[src/rtl/renode_interrupt_arbiter_if.sv]
// rtl/renode_interrupt_arbiter_if.sv - interrupt message channel between the arbiter and the Renode sender
//
// Purpose: carries one (line index, level) interrupt message over a valid/ready handshake.
// Signals:
//   msg_valid  master -> slave  message available
//   msg_ready  slave -> master  sender accepts the message
//   msg_addr   master -> slave  interrupt line index
//   msg_level  master -> slave  reported level of that line
interface renode_interrupt_arbiter_if #(
   parameter int AddrWidth = 3
);
   logic                 msg_valid;
   logic                 msg_ready;
   logic [AddrWidth-1:0] msg_addr;
   logic                 msg_level;

   modport master (output msg_valid, output msg_addr, output msg_level, input msg_ready);
   modport slave  (input msg_valid, input msg_addr, input msg_level, output msg_ready);
endinterface

[src/rtl/renode_interrupt_arbiter.sv]
// rtl/renode_interrupt_arbiter.sv - change-detecting round-robin arbiter of interrupt lines onto one message channel
//
// Purpose: remembers the last level reported for every interrupt line, flags a line pending when
// its input differs, and grants pending lines round-robin, one message in flight at a time.
// Ports:
//   clk              clock, all state updates on posedge
//   rst              asynchronous active-high reset; drops any in-flight message
//   interrupts       interrupt levels, synchronous to clk
//   enable           per-line enable; a disabled line silently tracks its input
//   hold             1 = issue no new grants (an already-valid message is unaffected)
//   msg              message channel (master side): msg_valid/msg_ready/msg_addr/msg_level
//   busy             1 while a message is outstanding (state SEND)
//   coalesced_count  saturating count of changes that reverted before being sent
module renode_interrupt_arbiter #(
   parameter int InterruptsCount = 8,
   parameter int AddrWidth       = (InterruptsCount > 1) ? $clog2(InterruptsCount) : 1
) (
   input  logic                       clk,
   input  logic                       rst,
   input  logic [InterruptsCount-1:0] interrupts,
   input  logic [InterruptsCount-1:0] enable,
   input  logic                       hold,
   renode_interrupt_arbiter_if.master msg,
   output logic                       busy,
   output logic [15:0]                coalesced_count
);

   localparam int N = InterruptsCount;

   typedef enum logic {IDLE, SEND} state_t;

   state_t               state_q, state_d;
   logic [N-1:0]         reported_q, reported_d;
   logic [N-1:0]         pending_q, pending;
   logic [N-1:0]         sent_mask, cand, reverted;
   logic [AddrWidth-1:0] rr_q, rr_d, addr_q, addr_d, grant_idx;
   logic                 valid_q, valid_d, level_q, level_d;
   logic                 fire, found;
   logic [16:0]          coalesce_sum;

   assign fire    = (state_q == SEND) & valid_q & msg.msg_ready;
   assign pending = enable & (interrupts ^ reported_q);

   // One-hot of the line whose message completes this cycle.
   always_comb begin
      sent_mask = '0;
      if (fire) sent_mask[addr_q] = 1'b1;
   end

   // The line being handshaken is never re-granted on the same edge.
   assign cand = pending & ~sent_mask;

   // Round-robin search starting at rr_q, wrapping modulo N.
   always_comb begin
      found     = 1'b0;
      grant_idx = '0;
      for (int k = 0; k < N; k++) begin
         int idx;
         idx = int'(rr_q) + k;
         if (idx >= N) idx = idx - N;
         if (!found && cand[idx]) begin
            found     = 1'b1;
            grant_idx = AddrWidth'(idx);
         end
      end
   end

   always_comb begin
      state_d = state_q;
      valid_d = valid_q;
      addr_d  = addr_q;
      level_d = level_q;
      rr_d    = rr_q;
      case (state_q)
         IDLE: begin
            if (!hold && found) begin
               state_d = SEND;
               valid_d = 1'b1;
               addr_d  = grant_idx;
               level_d = interrupts[grant_idx];
               rr_d    = (grant_idx == AddrWidth'(N - 1)) ? '0 : grant_idx + 1'b1;
            end
         end
         SEND: begin
            if (fire) begin
               if (!hold && found) begin
                  valid_d = 1'b1;
                  addr_d  = grant_idx;
                  level_d = interrupts[grant_idx];
                  rr_d    = (grant_idx == AddrWidth'(N - 1)) ? '0 : grant_idx + 1'b1;
               end else begin
                  state_d = IDLE;
                  valid_d = 1'b0;
               end
            end
         end
         default: state_d = IDLE;
      endcase
   end

   // Sent line takes the level that went out; disabled lines shadow their input so that
   // re-enabling never reports a stale change.
   always_comb begin
      reported_d = (reported_q & ~sent_mask) | (sent_mask & {N{level_q}});
      reported_d = (reported_d & enable) | (interrupts & ~enable);
   end

   // A line that was pending and is no longer, without having been sent, reverted unsent.
   assign reverted     = pending_q & ~pending & enable & ~sent_mask;
   assign coalesce_sum = {1'b0, coalesced_count} + 17'($countones(reverted));

   always_ff @(posedge clk or posedge rst) begin
      if (rst) begin
         state_q         <= IDLE;
         valid_q         <= 1'b0;
         addr_q          <= '0;
         level_q         <= 1'b0;
         rr_q            <= '0;
         reported_q      <= '0;
         pending_q       <= '0;
         coalesced_count <= '0;
      end else begin
         state_q         <= state_d;
         valid_q         <= valid_d;
         addr_q          <= addr_d;
         level_q         <= level_d;
         rr_q            <= rr_d;
         reported_q      <= reported_d;
         // The handshaken line is resolved by the send, so it must not later look like a revert.
         pending_q       <= pending & ~sent_mask;
         coalesced_count <= coalesce_sum[16] ? 16'hFFFF : coalesce_sum[15:0];
      end
   end

   assign msg.msg_valid = valid_q;
   assign msg.msg_addr  = addr_q;
   assign msg.msg_level = level_q;
   assign busy          = (state_q == SEND);

endmodule
[src/flat_wrapper.sv]
// flat-port wrapper written by rule: the top's interface ports become plain ports
module renode_interrupt_arbiter_flat 
#(
   parameter int InterruptsCount = 8,
   parameter int AddrWidth       = (InterruptsCount > 1) ? $clog2(InterruptsCount) : 1
)
  (clk, rst, interrupts, enable, hold, busy, coalesced_count, msg_msg_valid, msg_msg_addr, msg_msg_level, msg_msg_ready);
  renode_interrupt_arbiter_if #(.AddrWidth(AddrWidth)) msg_i ();
  input  logic clk;
  input  logic rst;
  input  logic [InterruptsCount-1:0] interrupts;
  input  logic [InterruptsCount-1:0] enable;
  input  logic hold;
  output logic busy;
  output logic [15:0] coalesced_count;
  output wire logic [$bits(msg_i.msg_valid)-1:0] msg_msg_valid;
  output wire logic [$bits(msg_i.msg_addr)-1:0] msg_msg_addr;
  output wire logic [$bits(msg_i.msg_level)-1:0] msg_msg_level;
  input wire logic [$bits(msg_i.msg_ready)-1:0] msg_msg_ready;
  assign msg_msg_valid = msg_i.msg_valid;
  assign msg_msg_addr = msg_i.msg_addr;
  assign msg_msg_level = msg_i.msg_level;
  assign msg_i.msg_ready = msg_msg_ready;
  renode_interrupt_arbiter #(.InterruptsCount(InterruptsCount), .AddrWidth(AddrWidth)) u_core (.clk(clk), .rst(rst), .interrupts(interrupts), .enable(enable), .hold(hold), .msg(msg_i), .busy(busy), .coalesced_count(coalesced_count));
endmodule
[config.mk]
export PLATFORM = sky130hd
export DESIGN_NAME = renode_interrupt_arbiter_flat
export DESIGN_NICKNAME = d
export VERILOG_FILES = /design/src/rtl/renode_interrupt_arbiter_if.sv /design/src/rtl/renode_interrupt_arbiter.sv /design/src/flat_wrapper.sv
export SDC_FILE = /design/constraint.sdc
export NUM_CORES = 1
export LEC_CHECK = 0
export CORE_MARGIN = 10
export CORE_UTILIZATION = 46
export DETAILED_ROUTE_END_ITERATION = 12
export PLACE_DENSITY = 0.76
export RECOVER_POWER = 50
export SYNTH_ARGS = -nofsm -noshare
export SYNTH_HDL_FRONTEND = slang
export SYNTH_SLANG_ARGS = --single-unit
[constraint.sdc]
create_clock -name clk -period 4.14 [get_ports clk]
set_input_delay 0.414 -clock clk [delete_from_list [all_inputs] [get_ports clk]]
set_output_delay 0.414 -clock clk [all_outputs]
set_load 0.1 [all_outputs]
# == Word-level counts from Yosys, hierarchy flattened ==
# Index checks and enable logic that the tools add are counted.
# classes
bitwise_logic,18
eq_ne,3
n_reduce_logical,18
muxes,70
shifts,0
div,0
addsub,24
mul,0
magnitude_cmp,19
# op_table
operator,n
"32-bit by 5-bit less-than comparator with 1-bit output, second input constant",8
32-bit two-way mux,8
"32-bit by 5-bit greater-or-equal comparator with 1-bit output, second input constant",7
"32-bit by 5-bit subtractor with 32-bit output, second input constant",7
8-bit AND,9
17-bit adder,3
3-bit two-way mux,13
1-bit two-way mux,32
1-bit binary-select mux with 3-bit select,9
8-bit NOT,3
16-bit by 17-bit adder with 17-bit output,1
"3-bit by 3-bit adder with 4-bit output, second input constant",4
16-bit two-way mux,1
8-bit bitwise OR,2
3-bit one-hot mux with 2 select lines,2
1-bit logical AND,9
1-bit by 1-bit adder with 2-bit output,4
"3-bit by 2-bit adder with 4-bit output, second input constant",2
1-bit logical NOT,8
"3-bit by 4-bit less-than comparator with 1-bit output, second input constant",2
8-bit two-way mux,1
8-bit XOR,1
1-bit one-hot mux with 2 select lines,3
"3-bit by 4-bit subtractor with 5-bit output, second input constant",1
11 further kinds,12
# totals
mem_bits_ro,0
mem_bits_rw,0
output_inout_bits,22
mem_count,0
wordCells,160
inputBits,20
register_bits,41
latch_bits,0

# == Depth between registers and ports, before layout ==
# Gate-level depths: netlist of the first run.
# depth
ltp_word,37
mapped_depth,17
mapped_depth_nobuf,17

# == Worst setup path before layout of the first run ==
# OpenSTA, ideal clock, no wires.
# synth_timing
path_type,reg-to-reg
startpoint,reg u_core.state_q (netlist: u_core.busy)
endpoint,reg u_core.coalesced_count[10]
arrival_ps,4740
path_slack_ps,-734
path_buffers,1
required_time_ps,4006
synth_period_minus_slack_ps,4874
stages_incl_launch_ff,16
setup_ps,134
path_cell_list,dfrtp_1 -> nand4_2 -> nor2_1 -> nor2_1 -> ha_1 -> inv_1 -> fa_1 -> fa_1 -> fa_1 -> inv_1 -> fa_1 -> a21o_1 -> a21oi_1 -> or3_1 -> clkbuf_1 -> nand2_1
# synth_via
elab_chain_len,10
word_cells_on_any_way,14
classes_between,add/sub (8); mux (2); bitwise (4)
# synth_lines
element,line,text
"start, declared",renode_interrupt_arbiter.sv:32,"state_t state_q, state_d;"
"start signal, assigned",renode_interrupt_arbiter.sv:123,state_q <= state_d;
1-bit AND * (2 in a row),renode_interrupt_arbiter.sv:41,assign fire = (state_q == SEND) & valid_q & msg.msg_ready;
8-bit two-way mux *,renode_interrupt_arbiter.sv:47,if (fire) sent_mask[addr_q] = 1'b1;
8-bit NOT *,renode_interrupt_arbiter.sv:109,assign reverted = pending_q & ~pending & enable & ~sent_mask;
8-bit AND *,renode_interrupt_arbiter.sv:109,
1-bit by 1-bit adder with 2-bit output (not written as such),renode_interrupt_arbiter.sv:110,"assign coalesce_sum = {1'b0, coalesced_count} + 17'($countones(reverted));"
17-bit adder (not written as such),renode_interrupt_arbiter.sv:110,
17-bit adder (not written as such) *,renode_interrupt_arbiter.sv:110,
16-bit by 17-bit adder with 17-bit output *,renode_interrupt_arbiter.sv:110,
16-bit two-way mux *,renode_interrupt_arbiter.sv:131,coalesced_count <= coalesce_sum[16] ? 16'hFFFF : coalesce_sum[15:0];
"end signal, assigned",renode_interrupt_arbiter.sv:131,
"end, declared",renode_interrupt_arbiter.sv:25,output logic [15:0] coalesced_count
# Every way passes the cells marked *; elsewhere a longest branch is shown, timed or not.
# A chain may end at the register's enable or synchronous reset.

# == Worst setup path in the final report of the first run ==
# layout_timing
startpoint,in interrupts[2]
endpoint,reg u_core.coalesced_count[8]
# layout_via
elab_chain_len,11
# layout_lines
element,line,text
"start, declared",flat_wrapper.sv:11,input logic [InterruptsCount-1:0] interrupts;
8-bit XOR,renode_interrupt_arbiter.sv:42,assign pending = enable & (interrupts ^ reported_q);
8-bit AND,renode_interrupt_arbiter.sv:42,
8-bit NOT,renode_interrupt_arbiter.sv:109,
8-bit AND (3 in a row),renode_interrupt_arbiter.sv:109,
1-bit by 1-bit adder with 2-bit output (not written as such),renode_interrupt_arbiter.sv:110,
17-bit adder (not written as such) (2 in a row),renode_interrupt_arbiter.sv:110,
16-bit by 17-bit adder with 17-bit output,renode_interrupt_arbiter.sv:110,
16-bit two-way mux,renode_interrupt_arbiter.sv:131,
# No other way between the ends.

==> results of run 1 <==
## cell type report
| cell class | count | area, um2 |
|---|---|---|
| clock buffer | 5 | 68.8 |
| clock inverter | 3 | 21.3 |
| tap | 96 | 120 |
| sequential | 41 | 1040 |
| timing repair buffer | 105 | 887 |
| fill | 564 | 2480 |
| inverter | 25 | 93.8 |
| multi-input combinational | 298 | 2150 |
## critical path, stage by stage
cell	delay (ns)
clkdlybuf4s50_1	0.49
xor2_1	0.20
nand2_1	0.10
nand3_1	0.11
nor2_1	0.05
ha_1	0.28
inv_1	0.06
fa_1	0.42
fa_1	0.53
fa_1	0.16
inv_1	0.06
fa_1	0.39
a21o_1	0.20
a21oi_2	0.18
nor2_1	0.08
and3_1	0.19
xnor2_1	0.14
nand2_1	0.06
## power by group through the flow
stage	Clock (mW)	Combinational, mW	Sequential, mW
3_3_place_gp	0	2.62	0.677
6_report	0.282	2.74	0.677
3_5_place_dp	0	2.70	0.681
2_1_floorplan	0	1.47	1.03
5_1_grt	0.306	2.95	0.697
4_1_cts	0.287	2.72	0.676
## worst max path at each step
stage	start	to	slack, ns
finish	interrupts[2]	u_core.coalesced_count[8]	0.22
global placement	msg_msg_ready	u_core.coalesced_count[12]	-0.17
CTS	msg_msg_ready	u_core.coalesced_count[12]	0.04
global route	interrupts[3]	u_core.coalesced_count[8]	0.01
floorplan	u_core.busy	u_core.coalesced_count[8]	0.02
detailed placement	msg_msg_ready	u_core.coalesced_count[12]	-0.29
## kinds of logic (layout without fill, tap and decap cells)
family	Yosys count	in the layout
and+or+nand+nor	153	153
AOI/OAI and AO/OA	85	85
DFF	41	41
buffers and inverters	36	138
xor gates and xnor gates	23	23
muxes	19	19
adders and majority gates	18	18
## repair_timing
action,in CTS,in global routing
endpoints found under the setup margin,0,16
resized for setup,0,6
hold endpoints to repair,0,0
## cells in the mapped netlist (6+ instances only)
library cell	instances	area, um2
a211oi_1	6	45.0
mux2i_1	12	120
fa_1	6	120
a21oi_1	18	90.1
nand2_1	44	165
nand2b_1	7	43.8
xnor2_1	11	96.3
o32ai_1	7	61.3
o21a_1	6	45.0
o21ai_0	9	45.0
nand3_1	22	110
ha_1	12	150
nor2_1	43	161
xor2_1	12	105
dfrtp_1	41	1030
inv_1	21	78.8
## stage by stage
stage                     total power [mW]  hold slack, ns  setup WS (ns)  area (um2)
final                                 3.70           0.570          0.222        4390
after floorplan                       2.50           0.499         0.0161        3340
after global routing                  3.96           0.588         0.0110        4390
after detailed placement              3.38           0.542         -0.292        4290
after global placement                3.30           0.522         -0.170        4290
after CTS                             3.68           0.570         0.0390        4380
## metal layers
metal / vias up / track usage / part of all wire
li1: 1555 / - / -
met1: 1576 / 0.237 / 0.47
met2: 119 / 0.246 / 0.45
met3: 16 / 0.0366 / 0.066
met4: 0 / 0.0417 / 0.013
met5: - / 0 / 0
==> results.cfg, run 1 <==
[worst_setup_path]
crit_required_ns = 4.34
reg2reg_slack_ns = 0.25
r2r-start = u_core.msg.msg_addr[1]
cp-start-kind = input port
worstPathMaxFanout = 3
endpoint_kind = flip-flop
criticalPathCategory = input port to flip-flop
worstPathArrival_ns = 4.12
regToRegEndpoint = u_core.coalesced_count[8]
reg2reg_depth = 16

[route]
routed_via_density = 5.70
vias = 3266
drt_wl_total_um = 9190
ant_nets = 0
drtPass1Iterations = 5
drc = 0
dr.first_iter.drc_count = 227
wl_per_cell_um = 16.0

[floorplanning]
die_w_um = 104
num_rows = 30
ioPinCount = 42
die_area_mm2 = 0.0109
start_util = 0.476
die_h_um = 104
core_area_mm2 = 0.00687

[clock_tree]
worstSkewPairLatency_ns = 0.30
cts.htree.levels = 2
cts_setup_buffers = 0
cts_sinks = 41
cts_root_buf = clkbuf_8
cts_tree = built
cts_buffers = 5
clk_pin_slew_ns = 0.09
postCtsHoldBufs = 0
cts_buffer_depth = 2

[global_route]
grt_pass1_vias = 3131
grt_max_degree = 42
grt_pass1_wl_um = 15400
track_usage = 0.166
antenna_found_initial = 0
grt_remaining_overflow = 0

[timing]
slew_violations = 42
setup_violations = 0
clock_skew_ns = 0.00598
min_period_ns = 3.92
relSlewSlack = -0.518
fmax_ghz = 0.255
rsz0062_at_grt = false
tns_ns = 0
hold_viol = 0
post-route-period-util = 0.946
tightestPinTransition_ns = 2.28

[yosys]
synth_edf_count = 0
synth_xor_area_frac = 0.0616
ys.flop_type = dfrtp_1
syn_area_per_cell_um2 = 8.72
synth_nets = 413
ys_warn_count = 0
synth_fa_ha_area_frac = 0.0827
synth_top_family_by_area = simple AND/OR/NAND/NOR gates
synth_compound_area_frac = 0.191
ys_seq_area_frac = 0.314
synthArstFlopShare = 1.00
synthMuxAreaShare = 0.0781
syn_inst = 375
yosysUniqueCellTypes = 59
syn-cell-area_mm2 = 0.00327
synth-seq-cells = 41
synth-simple-area-share = 0.228

[pwr]
switching_share = 0.524
power.density_mw_per_mm2 = 842
ir_drop_uv = 736
intPower_mw = 1.76
pwr-share-comb = 0.740
p_sw_mw = 1.94
power_leakage_nw = 2.00
power_frac_seq = 0.183
power_frac_clock = 0.076

[hold_path]
min_from = u_core.coalesced_count[5]
hold_depth = 2
hold_end = u_core.coalesced_count[5]
hp-class = flip-flop to flip-flop

[final_layout]
antennaDiodeCount = 0
stdcell_count = 573
syn2layout_area_growth_pct = 34.2
final_nets = 514
final_core_util = 0.639
drive_above_1_share = 0.203
final_common_cell = buf_4
layout_common_cells = buf_4, nand2_1, nor2_1

[placement]
port-buffer-count = 41
dpl.hpwl_um = 7190
place_congestion = 0.986
placed_cells = 565

[flow_run]
maxCapViolations = 1

[status]
status = finished, violations left
violations = max-capacitance violations, max-slew violations
Power figures use the tool's default switching activity.
==> run 2: changes to the inputs <==
--- a/config.mk
+++ b/config.mk
@@ -10,6 +10,7 @@
 export DETAILED_ROUTE_END_ITERATION = 12
 export PLACE_DENSITY = 0.76
 export RECOVER_POWER = 50
+export SLEW_MARGIN = 40
 export SYNTH_ARGS = -nofsm -noshare
 export SYNTH_HDL_FRONTEND = slang
 export SYNTH_SLANG_ARGS = --single-unit
==> run 2 against run 1 <==
Compared with the run above:
- the run still ends with max-capacitance violations, max-slew violations left
- sequential cell count is the same
- sequential share of layout area up 0.43 points
- clock skew up 0.0011 ns
- cell area shrank 2.1%
- non-clock buffer count unchanged
- combinational power decreased by 2%
- sequential power fell by 0.6%
- via count shrank 0.43%
- critical path type is now flip-flop to flip-flop
- highest routed layer unchanged
==> results.cfg, run 2 (synthesis results as in run 1) <==
[status]
status = finished, violations left
violations = max-capacitance violations, max-slew violations

[final_layout]
final_common_cell = buf_4
antennaDiodeCount = 0
syn2layout_area_growth_pct = 31.3
final_core_util = 0.625
final_nets = 514
layout_common_cells = buf_4, nand2_1, nor2_1
final_area_mm2 = 0.00429
drive_above_1_share = 0.256

[floorplanning]
die_h_um = 104
start_util = 0.476
die_area_mm2 = 0.0109
die_w_um = 104
ioPinCount = 42
core_area_mm2 = 0.00687
num_rows = 30

[global_route]
grt_pass1_vias = 3113
grt_pass1_wl_um = 15200
grt_remaining_overflow = 0
antenna_found_initial = 0
grt_max_degree = 42
track_usage = 0.165

[timing]
hold_viol = 0
setup_violations = 0
post-route-period-util = 0.957
slew_violations = 42
tightestPinTransition_ns = 2.27
hold_slack_ns = 0.554
fmax_ghz = 0.252
clock_skew_ns = 0.00709
relSlewSlack = -0.514
min_period_ns = 3.96
postLayoutSetupSlackWorst_ns = 0.179
rsz0062_at_grt = false

[clock_tree]
postCtsHoldBufs = 0
cts.htree.levels = 2
cts_setup_buffers = 0
cts_buffer_depth = 2
cts_sinks = 41
clk_pin_slew_ns = 0.09
cts_tree = built
cts_buffers = 5
cts_root_buf = clkbuf_8
worstSkewPairLatency_ns = 0.31

[worst_setup_path]
r2r-start = u_core.busy
worstPathArrival_ns = 4.17
worstPathMaxFanout = 7
criticalPathCategory = flip-flop to flip-flop
endpoint_kind = flip-flop
reg2reg_slack_ns = 0.18
reg2reg_depth = 16
crit_required_ns = 4.35
cp-start-kind = flip-flop
regToRegEndpoint = u_core.coalesced_count[8]

[hold_path]
hp-class = flip-flop to flip-flop
hold_end = u_core.coalesced_count[12]
min_from = u_core.coalesced_count[12]
hold_depth = 1

[route]
drtPass1Iterations = 6
drt_wl_total_um = 9060
drc = 0
dr.first_iter.drc_count = 292
wl_per_cell_um = 15.8
vias = 3252
routed_via_density = 5.68
ant_nets = 0

[placement]
port-buffer-count = 41
place_congestion = 0.986
dpl.hpwl_um = 7200
pre_cts_ws_ns = -0.275
placed_area_mm2 = 0.00419

[pwr]
power.total_mw = 3.64
ir_drop_uv = 655
power_leakage_nw = 2.03
power.density_mw_per_mm2 = 848

[flow_run]
maxCapViolations = 1
-- run 2: cell types whose count changed in the layout (fill, tap and decap cells not counted), moves of 2 or more --
| cell | previous run | this run |
|---|---|---|
| buf_2 | 0 | 22 |
| buf_4 | 61 | 63 |
| clkbuf_1 | 3 | 1 |
| clkdlybuf4s50_1 | 37 | 15 |
-- run 2: through the flow --
| step | std cells | TNS, ns |
|---|---|---|
| 6_report | 573 | 0 |
| 5_1_grt | 573 | 0 |
| 4_1_cts | 573 | 0 |
| 3_5_place_dp | 565 | -3.47 |
| 3_3_place_gp | 565 | -2.09 |
| 2_1_floorplan | 375 | 0 |
-- run 2: cell type report --
cell class / count / area (um2)
Timing Repair Buffer: 105 / 785
Clock buffer: 5 / 68.8
Multi-Input combinational cell: 298 / 2160
Sequential cell: 41 / 1040
Inverter: 25 / 93.8
Tap cell: 96 / 120
Clock inverter: 3 / 21.3
Fill cell: 580 / 2570
-- run 2: timing repair --
item                                   CTS  global route
resized for setup                        0             6
setup endpoints to repair                0            16
endpoints found under the hold margin    0             0
-- run 2: worst max-delay path, cell delays in order (launching register included) --
cell and delay (ns):
dfrtp_1 0.53, nand4_4 0.23, nor2_1 0.25, nor2_1 0.09, ha_1 0.27, inv_1 0.04
fa_1 0.45, fa_1 0.53, fa_1 0.16, inv_1 0.06, fa_1 0.39, a21o_1 0.20
a21oi_2 0.18, nor2_1 0.08, and3_1 0.19, xnor2_1 0.14, nand2_1 0.07
-- run 2: worst max path at each step --
stage,depth (start not counted),endpoint,startpoint,slack [ns]
2_1_floorplan,16,u_core.coalesced_count[8],u_core.busy,0.02
3_3_place_gp,17,u_core.coalesced_count[12],msg_msg_ready,-0.17
3_5_place_dp,17,u_core.coalesced_count[12],msg_msg_ready,-0.28
4_1_cts,17,u_core.coalesced_count[12],msg_msg_ready,0.05
5_1_grt,18,u_core.coalesced_count[8],interrupts[2],0.001
6_report,16,u_core.coalesced_count[8],u_core.busy,0.18
-- run 2: power breakdown --
group	leakage, nW	switching, mW	internal (mW)
Combinational	1.48	1.61	1.08
Sequential	0.504	0.167	0.506
Clock	0.0445	0.162	0.120
-- run 2: layer usage --
metal | vias up | routed length [um] | track usage
met1 | 1569 | 4300 | 0.235
met4 | 0 | 130 | 0.0577
met2 | 129 | 4060 | 0.237
li1 | 1544 | - | -
met3 | 10 | 568 | 0.0366
met5 | - | 0 | 0
